`config.mk`:
```
export PLATFORM = sky130hd
export DESIGN_NAME = store_unit
export DESIGN_NICKNAME = d
export VERILOG_FILES = /design/src/rtl/store_unit.sv
export SDC_FILE = /design/constraint.sdc
export NUM_CORES = 1
export LEC_CHECK = 0
export ABC_AREA = 1
export BUFFER_PORTS_ARGS = -buffer_cell sky130_fd_sc_hd__clkbuf_2
export CAP_MARGIN = 30
export CORE_ASPECT_RATIO = 0.75
export CORE_MARGIN = 4
export CORE_UTILIZATION = 60
export CTS_CLUSTER_SIZE = 30
export DETAILED_ROUTE_END_ITERATION = 6
export GPL_TIMING_DRIVEN = 1
export HOLD_SLACK_MARGIN = 0.03
export PLACE_DENSITY = 0.93
export REMOVE_ABC_BUFFERS = 1
export SYNTH_ARGS = -nofsm -noshare
export SYNTH_HDL_FRONTEND = slang
export SYNTH_SLANG_ARGS = --single-unit
```
`constraint.sdc`:
```
create_clock -name clk -period 3.1 [get_ports clk]
set_clock_uncertainty 0.2 [all_clocks]
set_input_delay 0.31 -clock clk [delete_from_list [all_inputs] [get_ports clk]]
set_output_delay 0.31 -clock clk [all_outputs]
set_load 0.02 [all_outputs]
```
`src/rtl/store_unit.sv`:
```
// Memory-stage store path: converts a byte/half/word store into one or two
// word-aligned bus writes with byte enables, splitting stores that cross a word.
module store_unit (
    input  logic        clk,
    input  logic        rst_n,
    input  logic        i_st_valid,
    output logic        o_st_ready,
    input  logic [2:0]  i_funct3,
    input  logic [31:0] i_addr,
    input  logic [31:0] i_wdata,
    output logic        o_mem_req,
    input  logic        i_mem_gnt,
    output logic [31:0] o_mem_addr,
    output logic [31:0] o_mem_wdata,
    output logic [3:0]  o_mem_be,
    output logic        o_done,
    output logic        o_err
);

    localparam int unsigned AW = 32;
    localparam int unsigned DW = 32;
    localparam int unsigned BW = DW / 8;

    typedef enum logic [1:0] {
        S_IDLE = 2'd0,
        S_REQ0 = 2'd1,
        S_REQ1 = 2'd2
    } state_t;

    state_t          r_state;
    state_t          w_state_nxt;

    logic            r_mem_req;
    logic [AW-1:0]   r_mem_addr;
    logic [DW-1:0]   r_mem_wdata;
    logic [BW-1:0]   r_mem_be;
    logic            r_done;
    logic            r_err;

    logic [AW-1:0]   r_hi_addr;
    logic [DW-1:0]   r_hi_wdata;
    logic [BW-1:0]   r_hi_be;

    logic            w_accept;
    logic            w_legal;
    logic [2*BW-1:0] w_mask_base;
    logic [2*DW-1:0] w_data_base;
    logic [2*BW-1:0] w_mask8;
    logic [2*DW-1:0] w_data64;
    logic [AW-1:0]   w_lo_addr;

    logic            w_mem_req_nxt;
    logic [AW-1:0]   w_mem_addr_nxt;
    logic [DW-1:0]   w_mem_wdata_nxt;
    logic [BW-1:0]   w_mem_be_nxt;
    logic            w_done_nxt;
    logic            w_err_nxt;

    assign o_st_ready  = (r_state == S_IDLE);
    assign o_mem_req   = r_mem_req;
    assign o_mem_addr  = r_mem_addr;
    assign o_mem_wdata = r_mem_wdata;
    assign o_mem_be    = r_mem_be;
    assign o_done      = r_done;
    assign o_err       = r_err;

    assign w_accept  = i_st_valid && (r_state == S_IDLE);
    assign w_legal   = (i_funct3 <= 3'd2);
    assign w_lo_addr = {i_addr[AW-1:2], 2'b00};

    // Size-dependent lane mask and zero-extended data before lane shifting
    always_comb begin
        w_mask_base = 8'h0F;
        w_data_base = {32'd0, i_wdata};
        case (i_funct3)
            3'd0: begin
                w_mask_base = 8'h01;
                w_data_base = {56'd0, i_wdata[7:0]};
            end
            3'd1: begin
                w_mask_base = 8'h03;
                w_data_base = {48'd0, i_wdata[15:0]};
            end
            default: ;
        endcase
    end

    // 8-lane window spanning the addressed word and the one after it
    assign w_mask8  = w_mask_base << i_addr[1:0];
    assign w_data64 = w_data_base << {i_addr[1:0], 3'b000};

    always_ff @(posedge clk or negedge rst_n) begin
        if (!rst_n) begin
            r_state <= S_IDLE;
        end else begin
            r_state <= w_state_nxt;
        end
    end

    // Next state plus next values of the registered bus/status outputs
    always_comb begin
        w_state_nxt     = r_state;
        w_mem_req_nxt   = r_mem_req;
        w_mem_addr_nxt  = r_mem_addr;
        w_mem_wdata_nxt = r_mem_wdata;
        w_mem_be_nxt    = r_mem_be;
        w_done_nxt      = 1'b0;
        w_err_nxt       = 1'b0;
        case (r_state)
            S_IDLE: begin
                w_mem_req_nxt = 1'b0;
                if (w_accept) begin
                    if (w_legal) begin
                        w_state_nxt     = S_REQ0;
                        w_mem_req_nxt   = 1'b1;
                        w_mem_addr_nxt  = w_lo_addr;
                        w_mem_be_nxt    = w_mask8[BW-1:0];
                        w_mem_wdata_nxt = w_data64[DW-1:0];
                    end else begin
                        w_err_nxt = 1'b1;
                    end
                end
            end
            S_REQ0: begin
                if (i_mem_gnt) begin
                    if (r_hi_be != '0) begin
                        w_state_nxt     = S_REQ1;
                        w_mem_addr_nxt  = r_hi_addr;
                        w_mem_be_nxt    = r_hi_be;
                        w_mem_wdata_nxt = r_hi_wdata;
                    end else begin
                        w_state_nxt   = S_IDLE;
                        w_mem_req_nxt = 1'b0;
                        w_done_nxt    = 1'b1;
                    end
                end
            end
            S_REQ1: begin
                if (i_mem_gnt) begin
                    w_state_nxt   = S_IDLE;
                    w_mem_req_nxt = 1'b0;
                    w_done_nxt    = 1'b1;
                end
            end
            default: begin
                w_state_nxt   = S_IDLE;
                w_mem_req_nxt = 1'b0;
            end
        endcase
    end

    always_ff @(posedge clk or negedge rst_n) begin
        if (!rst_n) begin
            r_mem_req   <= 1'b0;
            r_mem_addr  <= '0;
            r_mem_wdata <= '0;
            r_mem_be    <= '0;
            r_done      <= 1'b0;
            r_err       <= 1'b0;
        end else begin
            r_mem_req   <= w_mem_req_nxt;
            r_mem_addr  <= w_mem_addr_nxt;
            r_mem_wdata <= w_mem_wdata_nxt;
            r_mem_be    <= w_mem_be_nxt;
            r_done      <= w_done_nxt;
            r_err       <= w_err_nxt;
        end
    end

    // Upper-word transaction is captured at accept time; wraps past 0xFFFFFFFC
    always_ff @(posedge clk or negedge rst_n) begin
        if (!rst_n) begin
            r_hi_addr  <= '0;
            r_hi_wdata <= '0;
            r_hi_be    <= '0;
        end else if (w_accept && w_legal) begin
            r_hi_addr  <= w_lo_addr + AW'(4);
            r_hi_wdata <= w_data64[2*DW-1:DW];
            r_hi_be    <= w_mask8[2*BW-1:BW];
        end
    end

endmodule

```
* Word level (Yosys, flattened, before mapping) *
Index checks and enable logic that the tools add are counted.

storage, ports and cells
  word-level logic and storage cells = 68
  bits in registers = 141
  output and inout bits = 72
  bits of input ports = 71

operators by class
  $lt $le $gt $ge = 1
  multiplexer cells = 36
  add/subtract/negate cells = 1
  shift operators = 2
  reductions and logical operators = 9
  equality and inequality tests = 9

operator list
  cell                                                 number
  2-to-1 mux 32 bit                                    8
  one-hot mux 32 bit (2 select lines)                  3
  left shift 64 x 5 -> 64 bit                          1
  adder 32 x 3 -> 32 bit, second input constant        1
  2-to-1 mux 4 bit                                     4
  one-hot mux 4 bit (2 select lines)                   2
  2-to-1 mux 1 bit                                     11
  2-to-1 mux 2 bit                                     5
  != test 2 bit, second input constant                 4
  left shift 8 x 2 -> 8 bit                            1
  one-hot mux 2 bit (3 select lines)                   1
  AND reduction 5 bit                                  1
  != test 2 x 1 -> 1 bit, second input constant        2
  AND reduction 4 bit                                  1
  nonzero test 4 bit                                   1
  == test 3 x 1 -> 1 bit, second input constant        1
  <= comparator 3 x 2 -> 1 bit, second input constant  1
  logical NOT 3 bit                                    1
  one-hot mux 1 bit (3 select lines)                   1
  AND reduction 3 bit                                  1
  == test 2 x 1 -> 1 bit, second input constant        1
  == test 2 bit, second input constant                 1
  logical AND 1 bit                                    2
  logical NOT 2 bit                                    1
  other kinds (2)                                      2

* Logic depth before layout (Yosys ltp) *
Gate-level depths: netlist (run 1).

  word-level depth = 6
  gate-level depth with buffers = 11

* Least setup slack after synthesis (run 1) *
Ideal clock, no wire load.

  path type = register to register
  from = register r_state[0]
  to = register r_mem_addr[10], in the netlist o_mem_addr[10]
  arrival time = 1.611 ns
  clock period less this slack = 1.929 ns
  setup time = 0.117 ns
  path slack = 1.171 ns
  buffers on the path = 2
  cell stages (with the launch flop) = 12
  required time = 2.783 ns
  cells stage by stage = dfrtp_1 -> inv_1 -> ha_1 -> inv_1 -> a21oi_1 -> nand3_1 -> nand2_2 -> inv_2 -> buf_6 -> buf_6 -> nand2_1 -> nand2_1

between the ends
  cells in the longest elaborated chain, start to end = 4
  elaborated cells between the ends (all ways) = 10
  classes of those cells = eq/ne: 5; mux: 1; reduce/logical: 4

ends and longest elaborated chain
  what                                     RTL line  source
  from (decl)                              30        state_t r_state;
  from (signal assigned)                   96        r_state <= w_state_nxt;
  logical NOT 2 bit (*)                    -
  named net o_st_ready                     7         output logic o_st_ready,
  logical AND 1 bit                        67        assign w_accept = i_st_valid && (r_state == S_IDLE);
  != test 2 x 1 -> 1 bit (no source line)  -
  AND reduction 5 bit (no source line)     -
  to (signal assigned)                     162       r_mem_addr <= w_mem_addr_nxt;
  to (decl)                                34        logic [AW-1:0] r_mem_addr;

Mark *: on every way through the listed nets, which the timed path passes. The rest lies on a longest branch.
A chain may end at the register's enable or synchronous reset.

* Worst setup path in the final report (run 1) *
  from = register r_state[0]
  to = register r_mem_addr[22], in the netlist o_mem_addr[22]

between the ends
  cells in the longest elaborated chain, start to end = 4
  elaborated cells between the ends (all ways) = 10
  classes of those cells = eq/ne: 5; mux: 1; reduce/logical: 4

ends and longest elaborated chain
  what                                     RTL line
  logical NOT 2 bit                        67, 109
  logical AND 1 bit                        67
  != test 2 x 1 -> 1 bit (no source line)  -
  AND reduction 5 bit (no source line)     -

Parallel ways exist; a longest one is shown, timed or not.

==> results of run 1 <==
-- tightest hold or removal path, stage by stage --
cell and delay [ps]:
clkbuf_2 120, nand2_1 60, nand3_1 90, nand2_1 50
-- synthesized netlist by cell type --
cell	number
a21oi_1	16
a21oi_2	1
a31oi_1	3
a32o_1	4
buf_1	2
buf_2	18
buf_4	5
buf_6	5
clkbuf_1	21
conb_1	1
dfrtp_1	128
ha_1	4
inv_1	64
inv_2	3
nand2_1	494
nand2_2	1
nand3_1	59
nand4_1	4
nor2_1	65
nor2_2	1
nor2_4	1
o2111ai_1	1
o211ai_1	8
o21a_1	4
o21ai_0	93
o21ai_1	1
o22ai_1	5
o31ai_1	1
xnor2_1	1
xor2_1	7
-- stage by stage --
step,power [uW],utilization (%),setup slack [ps]
floorplan,4760,-,-1240
global placement,5800,70.0,784
detailed placement,5920,70.0,654
CTS,8120,77.0,622
global route,8710,77.0,291
finish,8170,77.0,544
-- flip-flops by register name (all words and copies together) (netlist names) --
name	flops
o_mem_wdata	32
o_mem_addr	30
r_hi_addr	30
r_hi_wdata	24
o_mem_be	4
r_hi_be	3
r_state	2
o_done	1
o_err	1
o_mem_req	1
-- cells in the final DEF (no fill, tap or decap), drive strengths merged, types with 7 or more instances in the layout --
master,Yosys,layout
dfrtp,128,128
dlygate4sd3,0,16
o211ai,8,8
o21ai,94,94
a21oi,17,17
inv,67,67
nor2,67,67
clkbuf,21,158
nand3,59,59
buf,30,17
xor2,7,7
nand2,495,495
clkinv,0,7
-- cell type report --
class	count	area share [%]
clock buffer	19	5.03
clock inverter	13	2.24
inverter	67	2.92
multi-input combinational	776	38.6
sequential	128	37.2
tap	157	2.28
timing repair buffer	172	11.7
-- cell families after synthesis --
| logic type | Yosys count | share of synthesized area [%] |
|---|---|---|
| simple gates | 625 | 34.7 |
| buf+inv | 118 | 7.40 |
| fa+ha+maj | 4 | 0.710 |
| other cells | 1 | 0.0532 |
| flops | 128 | 45.5 |
| xor+xnor | 8 | 0.994 |
| compound gates | 137 | 10.7 |
-- final timing paths --
path | slack (ps) | depth (start not counted) | from | end
max | 540 | 9 | r_state[0]$_DFFE_PN0P_ | o_mem_addr[22]$_DFFE_PN0P_
min | 50 | 4 | i_addr[16] | r_hi_addr[16]$_DFFE_PN0P_
max reg2reg | 540 | 9 | r_state[0]$_DFFE_PN0P_ | o_mem_addr[22]$_DFFE_PN0P_
min reg2reg | 270 | 2 | o_mem_addr[16]$_DFFE_PN0P_ | o_mem_addr[16]$_DFFE_PN0P_
max in group asynchronous | 1950 | 3 | rst_n | r_hi_addr[29]$_DFFE_PN0P_
min in group asynchronous | 60 | 2 | rst_n | r_state[0]$_DFFE_PN0P_
-- per-layer routing --
layer / global-route usage [%] / vias to the layer above
li1: - / 3508
met1: 44.8 / 3393
met2: 51.0 / 537
met3: 7.53 / 76
met4: 11.3 / 0
met5: 0 / -
-- power groups by stage --
stage	combinational [uW]	clock (uW)	sequential, uW
2_1_floorplan	1510	0	3250
3_3_place_gp	3000	0	2800
3_5_place_dp	3090	0	2820
4_1_cts	3140	2150	2820
5_1_grt	3530	2250	2930
6_report	3170	2160	2840
-- repair_timing --
action	4_1_cts	5_1_grt
setup endpoints to repair	0	0
hold buffers	16	0
endpoints found under the hold margin	142	0
==> metrics.yaml, run 1 <==
whs_ps: 50.4
internal-power_uw: 4830
crit_top_cell: "nand2_1"
finalHoldViolCount: 0
clkTransAtPathRegs_ps: 60
globalRouteOverflowTotal: 0
die_h_um: 102
power_frac_comb_pct: 38.8
num_io_pins: 143
cts_setup_buffers: 0
cp.required_ps: 3250
crit_chain: "inv_1 -> ha_1 -> inv_1 -> nor2_4 -> nand2_1 -> nand2_2 -> buf_4 -> nand2_1 -> nand2_1"
slew_violations: 0
slew_headroom_pct: 35.4
layout.cells.non_filler: 1332
setup_violations: 0
grt_pass1_wl_um: 35100
rows: 33
viasPerCell: 5.64
yosysTopAreaCellShare_pct: 45.5
wl_met2_um: 9550
pwr-share-seq_pct: 34.7
portBuffers: 140
p_clk_share_pct: 26.5
start_util_pct: 63.0
yosysTopAreaCell: "dfrtp_1"
clk_latency_ps: 420
postCtsResizedCells: 0
synth-seq-area-share_pct: 45.5
fillers: 831
layout-drive-gt1-share_pct: 16.5
hold_class: "input port to flip-flop"
drc_errors: 0
vias: 7514
crit_fanout: 58
first_pass_iters: 6
drt-initial-drc-count: 998
setup.worst_path.start_class: "flip-flop"
synth_area_leaders: "dfrtp_1, nand2_1, o21ai_0"
wl_met1_um: 8630
die-area_mm2: 0.0136
slowest_stage: "buf_4"
syn_inst: 1021
critPathKind: "flip-flop to flip-flop"
clock_sinks: 128
status: "complete, no violations"
syn_area_per_cell_um2: 6.90
routed-wl-met3_um: 2380
core_mm2: 0.0112
cts_root_buffer: "clkbuf_16"
switching_power_uw: 3340
period_needed_ps: 2560
cp_num_buf_inv: 3
worst_pin_slew_ps: 970
endpoint_kind: "flip-flop"
crit_family: "simple AND/OR/NAND/NOR gates"
max_freq_ghz: 0.391
switching_share_pct: 40.9
ys_ff_latch: 128
nets: 1237
diodes: 0
cts_max_path_buffers: 2
synth_cell_type_count: 30
tns_ps: 0
grt_max_degree: 84
synth_area_mm2: 0.00705
wl_per_cell_um: 15.9
yosys_warnings: 0
register_area_mm2: 0.00320
power_density_mw_per_mm2: 948
die_w_um: 133
critPathArrivalTime_ps: 2710
cts_htree_levels: 4
grt_pass1_vias: 7042
dp_cells: 1284
gp_congestion: 0.931
leakage_uw: 0.00470
antenna_found_initial: 0
placed_area_mm2: 0.00783
final_design_area_no_fill_mm2: 0.00861
cts_tree: "yes"
maxUsedRoutingLayer: "met4"
cpPeakStageDelay_ps: 560
wl_um: 21200
worst_ir_drop_vdd_mv: 0.623
cts_buffers: 17
maxCapViolCount: 0
area_growth_pct: 22.2
ant_nets: 0
track_usage_pct: 32.4
period_share_pct: 82.5
dp_hpwl_um: 13900
grt_setup_unrepaired: "no"
multi_input_area_mm2: 0.00333
Power figures use the tool's default switching activity.
==> inputs of run 2 (changes only) <==
--- a/config.mk
+++ b/config.mk
@@ -10,12 +10,12 @@
 export CAP_MARGIN = 30
 export CORE_ASPECT_RATIO = 0.75
 export CORE_MARGIN = 4
-export CORE_UTILIZATION = 60
+export CORE_UTILIZATION = 56
 export CTS_CLUSTER_SIZE = 30
 export DETAILED_ROUTE_END_ITERATION = 6
 export GPL_TIMING_DRIVEN = 1
 export HOLD_SLACK_MARGIN = 0.03
-export PLACE_DENSITY = 0.93
+export PLACE_DENSITY = 0.88
 export REMOVE_ABC_BUFFERS = 1
 export SYNTH_ARGS = -nofsm -noshare
 export SYNTH_HDL_FRONTEND = slang
==> constraint.sdc (replaced) <==
create_clock -name clk -period 2.5 [get_ports clk]
set_clock_uncertainty 0.2 [all_clocks]
set_input_delay 0.25 -clock clk [delete_from_list [all_inputs] [get_ports clk]]
set_output_delay 0.25 -clock clk [all_outputs]
set_load 0.02 [all_outputs]
==> metrics.yaml, run 2 (synthesis results as in run 1) <==
status: "complete, no violations"
grt_max_degree: 62  # -26%
dp_slack_ps: 401  # -253 ps
critPathKind: "flip-flop to flip-flop"
layout_setup_ws_ps: 352  # -192 ps
cts_setup_buffers: 0  # unchanged
area_growth_pct: 26.4
drt-initial-drc-count: 1044  # +4.6%
track_usage_pct: 30.6  # -1.7 points
cts_buffers: 17  # unchanged
postCtsResizedCells: 0  # unchanged
viasPerCell: 5.48  # -2.9%
antenna_found_initial: 0  # unchanged
cts_max_path_buffers: 2  # unchanged
drc_errors: 0  # unchanged
critPathArrivalTime_ps: 2300  # -410 ps
hold_class: "input port to flip-flop"
cp_num_buf_inv: 5  # +2
ant_nets: 0  # unchanged
grt_setup_unrepaired: "no"
dp_hpwl_um: 14300  # +3.2%
diodes: 0  # unchanged
worst_pin_slew_ps: 612  # -357 ps
endpoint_kind: "flip-flop"
mostFrequentLayoutCell: "nand2_1"
final_cell_mix: "nand2_1, clkbuf_2, dfrtp_1"
cts_htree_levels: 4  # unchanged
leakage_uw: 0.00482  # +2.5%
maxCapViolCount: 0  # unchanged
gp_congestion: 0.931  # about the same
power.total_uw: 9980  # +22%
cts_tree: "yes"
die_h_um: 105  # +3.2%
cp.required_ps: 2650  # -600 ps
worst_ir_drop_vdd_mv: 1.09  # +75%
grt_pass1_wl_um: 35200  # +0.31%
nets: 1268  # +2.5%
period_share_pct: 85.9  # +3.5 points
max_freq_ghz: 0.465  # +19%
cpPeakStageDelay_ps: 400  # -160 ps
cts_root_buffer: "clkbuf_16"
crit_top_cell: "nand2_1"
die_w_um: 138  # +3.3%
largest_reg_flops: 32  # unchanged
wl_per_cell_um: 15.5  # -2.9%
setup_violations: 0  # unchanged
rows: 35  # +6.1%
grt_pass1_vias: 7222  # +2.6%
crit_family: "buffers and inverters"
first_pass_iters: 6  # unchanged
vias: 7508  # -0.080%
finalHoldViolCount: 0  # unchanged
power_density_mw_per_mm2: 1120  # +18%
clk_latency_ps: 420  # about the same
clkTransAtPathRegs_ps: 50  # about the same
slowest_stage: "dfrtp_1"
clock_sinks: 128  # unchanged
setup.worst_path.start_class: "flip-flop"
num_io_pins: 143  # unchanged
ff2ff_setup_slack_ps: 350  # -190 ps
layout-drive-gt1-share_pct: 16.4  # -0.065 points
crit_fanout: 58  # unchanged
whs_ps: 40.9  # -9.46 ps
slew_violations: 0  # unchanged
slew_headroom_pct: 59.1  # +24 points
globalRouteOverflowTotal: 0  # unchanged
core_mm2: 0.0123  # +10%
wl_um: 21200  # -0.14%
period_needed_ps: 2150  # -408 ps
crit_chain: "inv_1 -> ha_2 -> inv_1 -> buf_4 -> nand2_1 -> nand2_2 -> inv_2 -> buf_12 -> nand2_1 -> nand2_1"
die-area_mm2: 0.0145  # +6.6%
start_util_pct: 57.3  # -5.7 points
portBuffers: 140  # unchanged
run 2: changes by cell type in the layout (fill, tap and decap cells not counted), sizes merged:
cell         delta
clkbuf          -1
bufinv          -2
buf             +4
clkinvlp        +1
dlygate4sd3    +27
run 2: layout make-up:
cell class | count | area, um^2
clock inverter | 12 | 144
fill | 971 | 3400
timing repair buffer | 203 | 1330
clock buffer | 18 | 439
multi-input combinational | 776 | 3330
tap | 166 | 208
inverter | 67 | 251
sequential | 128 | 3200
run 2: path summary, 6_finish.rpt:
kind	from	endpoint	cells past startpoint
worst min register to register	o_mem_wdata[2]$_DFFE_PN0P_	o_mem_wdata[2]$_DFFE_PN0P_	2
worst max register to register	r_state[1]$_DFFE_PN0P_	o_mem_wdata[28]$_DFFE_PN0P_	10
min in group asynchronous	rst_n	r_state[0]$_DFFE_PN0P_	2
worst min-delay path	i_addr[10]	r_hi_addr[10]$_DFFE_PN0P_	3
max in group asynchronous	rst_n	o_mem_addr[23]$_DFFE_PN0P_	3
worst max-delay path	r_state[1]$_DFFE_PN0P_	o_mem_wdata[28]$_DFFE_PN0P_	10
run 2: through the flow:
stage / setup TNS (ps) / cell area [um^2] / cells / utilization [%]
2_1_floorplan: -122150 / 6780 / 971 / -
3_3_place_gp: 0 / 7890 / 1297 / 64.1
5_1_grt: 0 / 8910 / 1370 / 72.4
3_5_place_dp: 0 / 7890 / 1297 / 64.1
6_report: 0 / 8910 / 1370 / 72.4
4_1_cts: 0 / 8910 / 1370 / 72.4
run 2: routing by layer:
| metal | wire [um] | global-route usage (%) |
|---|---|---|
| met1 | 8930 | 44.2 |
| met3 | 2270 | 7.12 |
| met2 | 9340 | 43.8 |
| met5 | 0 | 0 |
| met4 | 641 | 13.5 |
run 2: worst reg2reg max path, stage by stage (launching register included):
cell,delay [ps]
dfrtp_1,400
inv_1,90
ha_2,230
inv_1,60
buf_4,220
nand2_1,130
nand2_2,80
inv_2,150
buf_12,270
nand2_1,170
nand2_1,80
run 2: where the power goes:
group | switching (uW) | internal [uW] | total, uW | leakage [uW]
clock network | 914 | 1570 | 2480 | 0.000287
registers | 518 | 3000 | 3520 | 0.00163
logic | 2690 | 1280 | 3970 | 0.00290
run 2: repair_timing:
| action | 4_1_cts | 5_1_grt |
|---|---|---|
| endpoints found under the hold margin | 85 | 0 |
| hold buffers | 43 | 0 |
| endpoints found under the setup margin | 0 | 0 |
==> inputs of run 3 (changes only) <==
--- a/config.mk
+++ b/config.mk
@@ -11,6 +11,7 @@
 export CORE_ASPECT_RATIO = 0.75
 export CORE_MARGIN = 4
 export CORE_UTILIZATION = 56
+export CTS_BUF_LIST = sky130_fd_sc_hd__clkbuf_16
 export CTS_CLUSTER_SIZE = 30
 export DETAILED_ROUTE_END_ITERATION = 6
 export GPL_TIMING_DRIVEN = 1
==> metrics.yaml, run 3 (synthesis results as in run 1) <==
status: "complete, no violations"
layout.cells.non_filler: 1370  # unchanged
cts_max_path_buffers: 2  # unchanged
leakage_uw: 0.00482  # -0.12%
viasPerCell: 5.48  # about the same
mostFrequentLayoutCell: "nand2_1"
drt-initial-drc-count: 1029  # -1.4%
register_area_mm2: 0.00320  # unchanged
core_mm2: 0.0123  # unchanged
num_io_pins: 143  # unchanged
dp_hpwl_um: 14300  # unchanged
worst_ir_drop_vdd_mv: 1.09  # +0.26%
die_h_um: 105  # unchanged
grt_max_degree: 62  # unchanged
endpoint_kind: "flip-flop"
setup_violations: 0  # unchanged
period_share_pct: 86.4  # +0.43 points
vias: 7513  # +0.067%
start_util_pct: 57.3  # unchanged
clock_sinks: 128  # unchanged
area_growth_pct: 26.3
clk_latency_ps: 420  # about the same
cts_hold_repair.buffers: 43  # unchanged
grt_pass1_wl_um: 35100  # about the same
final_cell_mix: "nand2_1, clkbuf_2, dfrtp_1"
finalHoldViolCount: 0  # unchanged
wl_per_cell_um: 15.5  # +0.12%
gp_congestion: 0.931  # unchanged
grt_pass1_vias: 7216  # -0.083%
cts_root_buffer: "clkbuf_16"
maxCapViolCount: 0  # unchanged
power_density_mw_per_mm2: 1120  # -0.19%
placed_area_mm2: 0.00789  # unchanged
diodes: 0  # unchanged
dp_cells: 1297  # unchanged
cts_buffers: 17  # unchanged
clkTransAtPathRegs_ps: 50  # about the same
nets: 1268  # unchanged
slew_headroom_pct: 59.0  # -0.065 points
whs_ps: 40.1  # -0.797 ps
cts_tree: "yes"
largest_reg_flops: 32  # unchanged
final_design_area_no_fill_mm2: 0.00890  # -0.11%
cts_htree_levels: 4  # unchanged
die-area_mm2: 0.0145  # unchanged
wl_um: 21200  # +0.12%
dp_slack_ps: 401  # unchanged
crit_fanout: 7  # -88%
critPathKind: "flip-flop to flip-flop"
antenna_found_initial: 0  # unchanged
grt_setup_unrepaired: "no"
setup.worst_path.start_class: "flip-flop"
max_freq_ghz: 0.463  # -0.50%
die_w_um: 138  # unchanged
cp.required_ps: 2650  # about the same
worst_pin_slew_ps: 613  # +0.976 ps
globalRouteOverflowTotal: 0  # unchanged
ant_nets: 0  # unchanged
portBuffers: 140  # unchanged
critPathArrivalTime_ps: 2310  # about the same
multi_input_area_mm2: 0.00333  # unchanged
rows: 35  # unchanged
layout-drive-gt1-share_pct: 16.4  # -0.083 points
slew_violations: 0  # unchanged
period_needed_ps: 2160  # +10.8 ps
hold_class: "input port to flip-flop"
track_usage_pct: 30.6  # about the same
cts_setup_buffers: 0  # unchanged
drc_errors: 0  # unchanged
postCtsResizedCells: 0  # unchanged
layout_setup_ws_ps: 341  # -10.8 ps
fillers: 975  # +0.41%
first_pass_iters: 6  # unchanged
[run 3: changes by cell type in the layout (fill, tap and decap cells not counted)]
cell	before	now
clkinv_1	0	1
clkbuf_8	1	0
[run 3: power by group]
| part | internal, uW | switching (uW) |
|---|---|---|
| logic | 1280 | 2690 |
| registers | 3000 | 521 |
| clock network | 1540 | 911 |
| total | 5820 | 4120 |
[run 3: layout make-up]
cell class                      count  share of cell area [%]
Multi-Input combinational cell    776                    37.4
Clock inverter                     13                    1.66
Tap cell                          166                    2.33
Timing Repair Buffer              203                    15.0
Sequential cell                   128                    36.0
Inverter                           67                    2.83
Clock buffer                       17                    4.78
[run 3: critical path: stages, from the launching register on]
cell and delay, ps:
dfrtp_1 380, inv_1 70, ha_2 210, nor2_1 470
nand2_1 350, o22ai_1 250, nand2_1 80, nand2_1 80
[run 3: metal layers]
metal  wire, um  vias up  global-route usage (%)
met2       9300      494                    43.7
met5          0        -                       0
li1           -     3567                       -
met4        630        0                    13.5
met3       2330       74                    7.12
met1       8960     3378                    44.2
[run 3: final timing paths]
path,slack (ps),from,cells past startpoint,end
worst max-delay path,340,r_state[1]$_DFFE_PN0P_,7,o_mem_wdata[0]$_DFFE_PN0P_
worst min-delay path,40,i_addr[10],3,r_hi_addr[10]$_DFFE_PN0P_
worst max register to register,340,r_state[1]$_DFFE_PN0P_,7,o_mem_wdata[0]$_DFFE_PN0P_
worst min register to register,270,o_mem_wdata[2]$_DFFE_PN0P_,2,o_mem_wdata[2]$_DFFE_PN0P_
max in group asynchronous,1270,rst_n,3,o_mem_addr[23]$_DFFE_PN0P_
min in group asynchronous,160,rst_n,2,r_state[0]$_DFFE_PN0P_
[run 3: through the flow]
step	setup TNS, ps	total power [uW]	util, %
2_1_floorplan	-122150	5900	-
3_3_place_gp	0	7250	64.1
3_5_place_dp	0	7390	64.1
4_1_cts	0	9930	72.3
5_1_grt	0	10600	72.3
6_report	0	9950	72.3
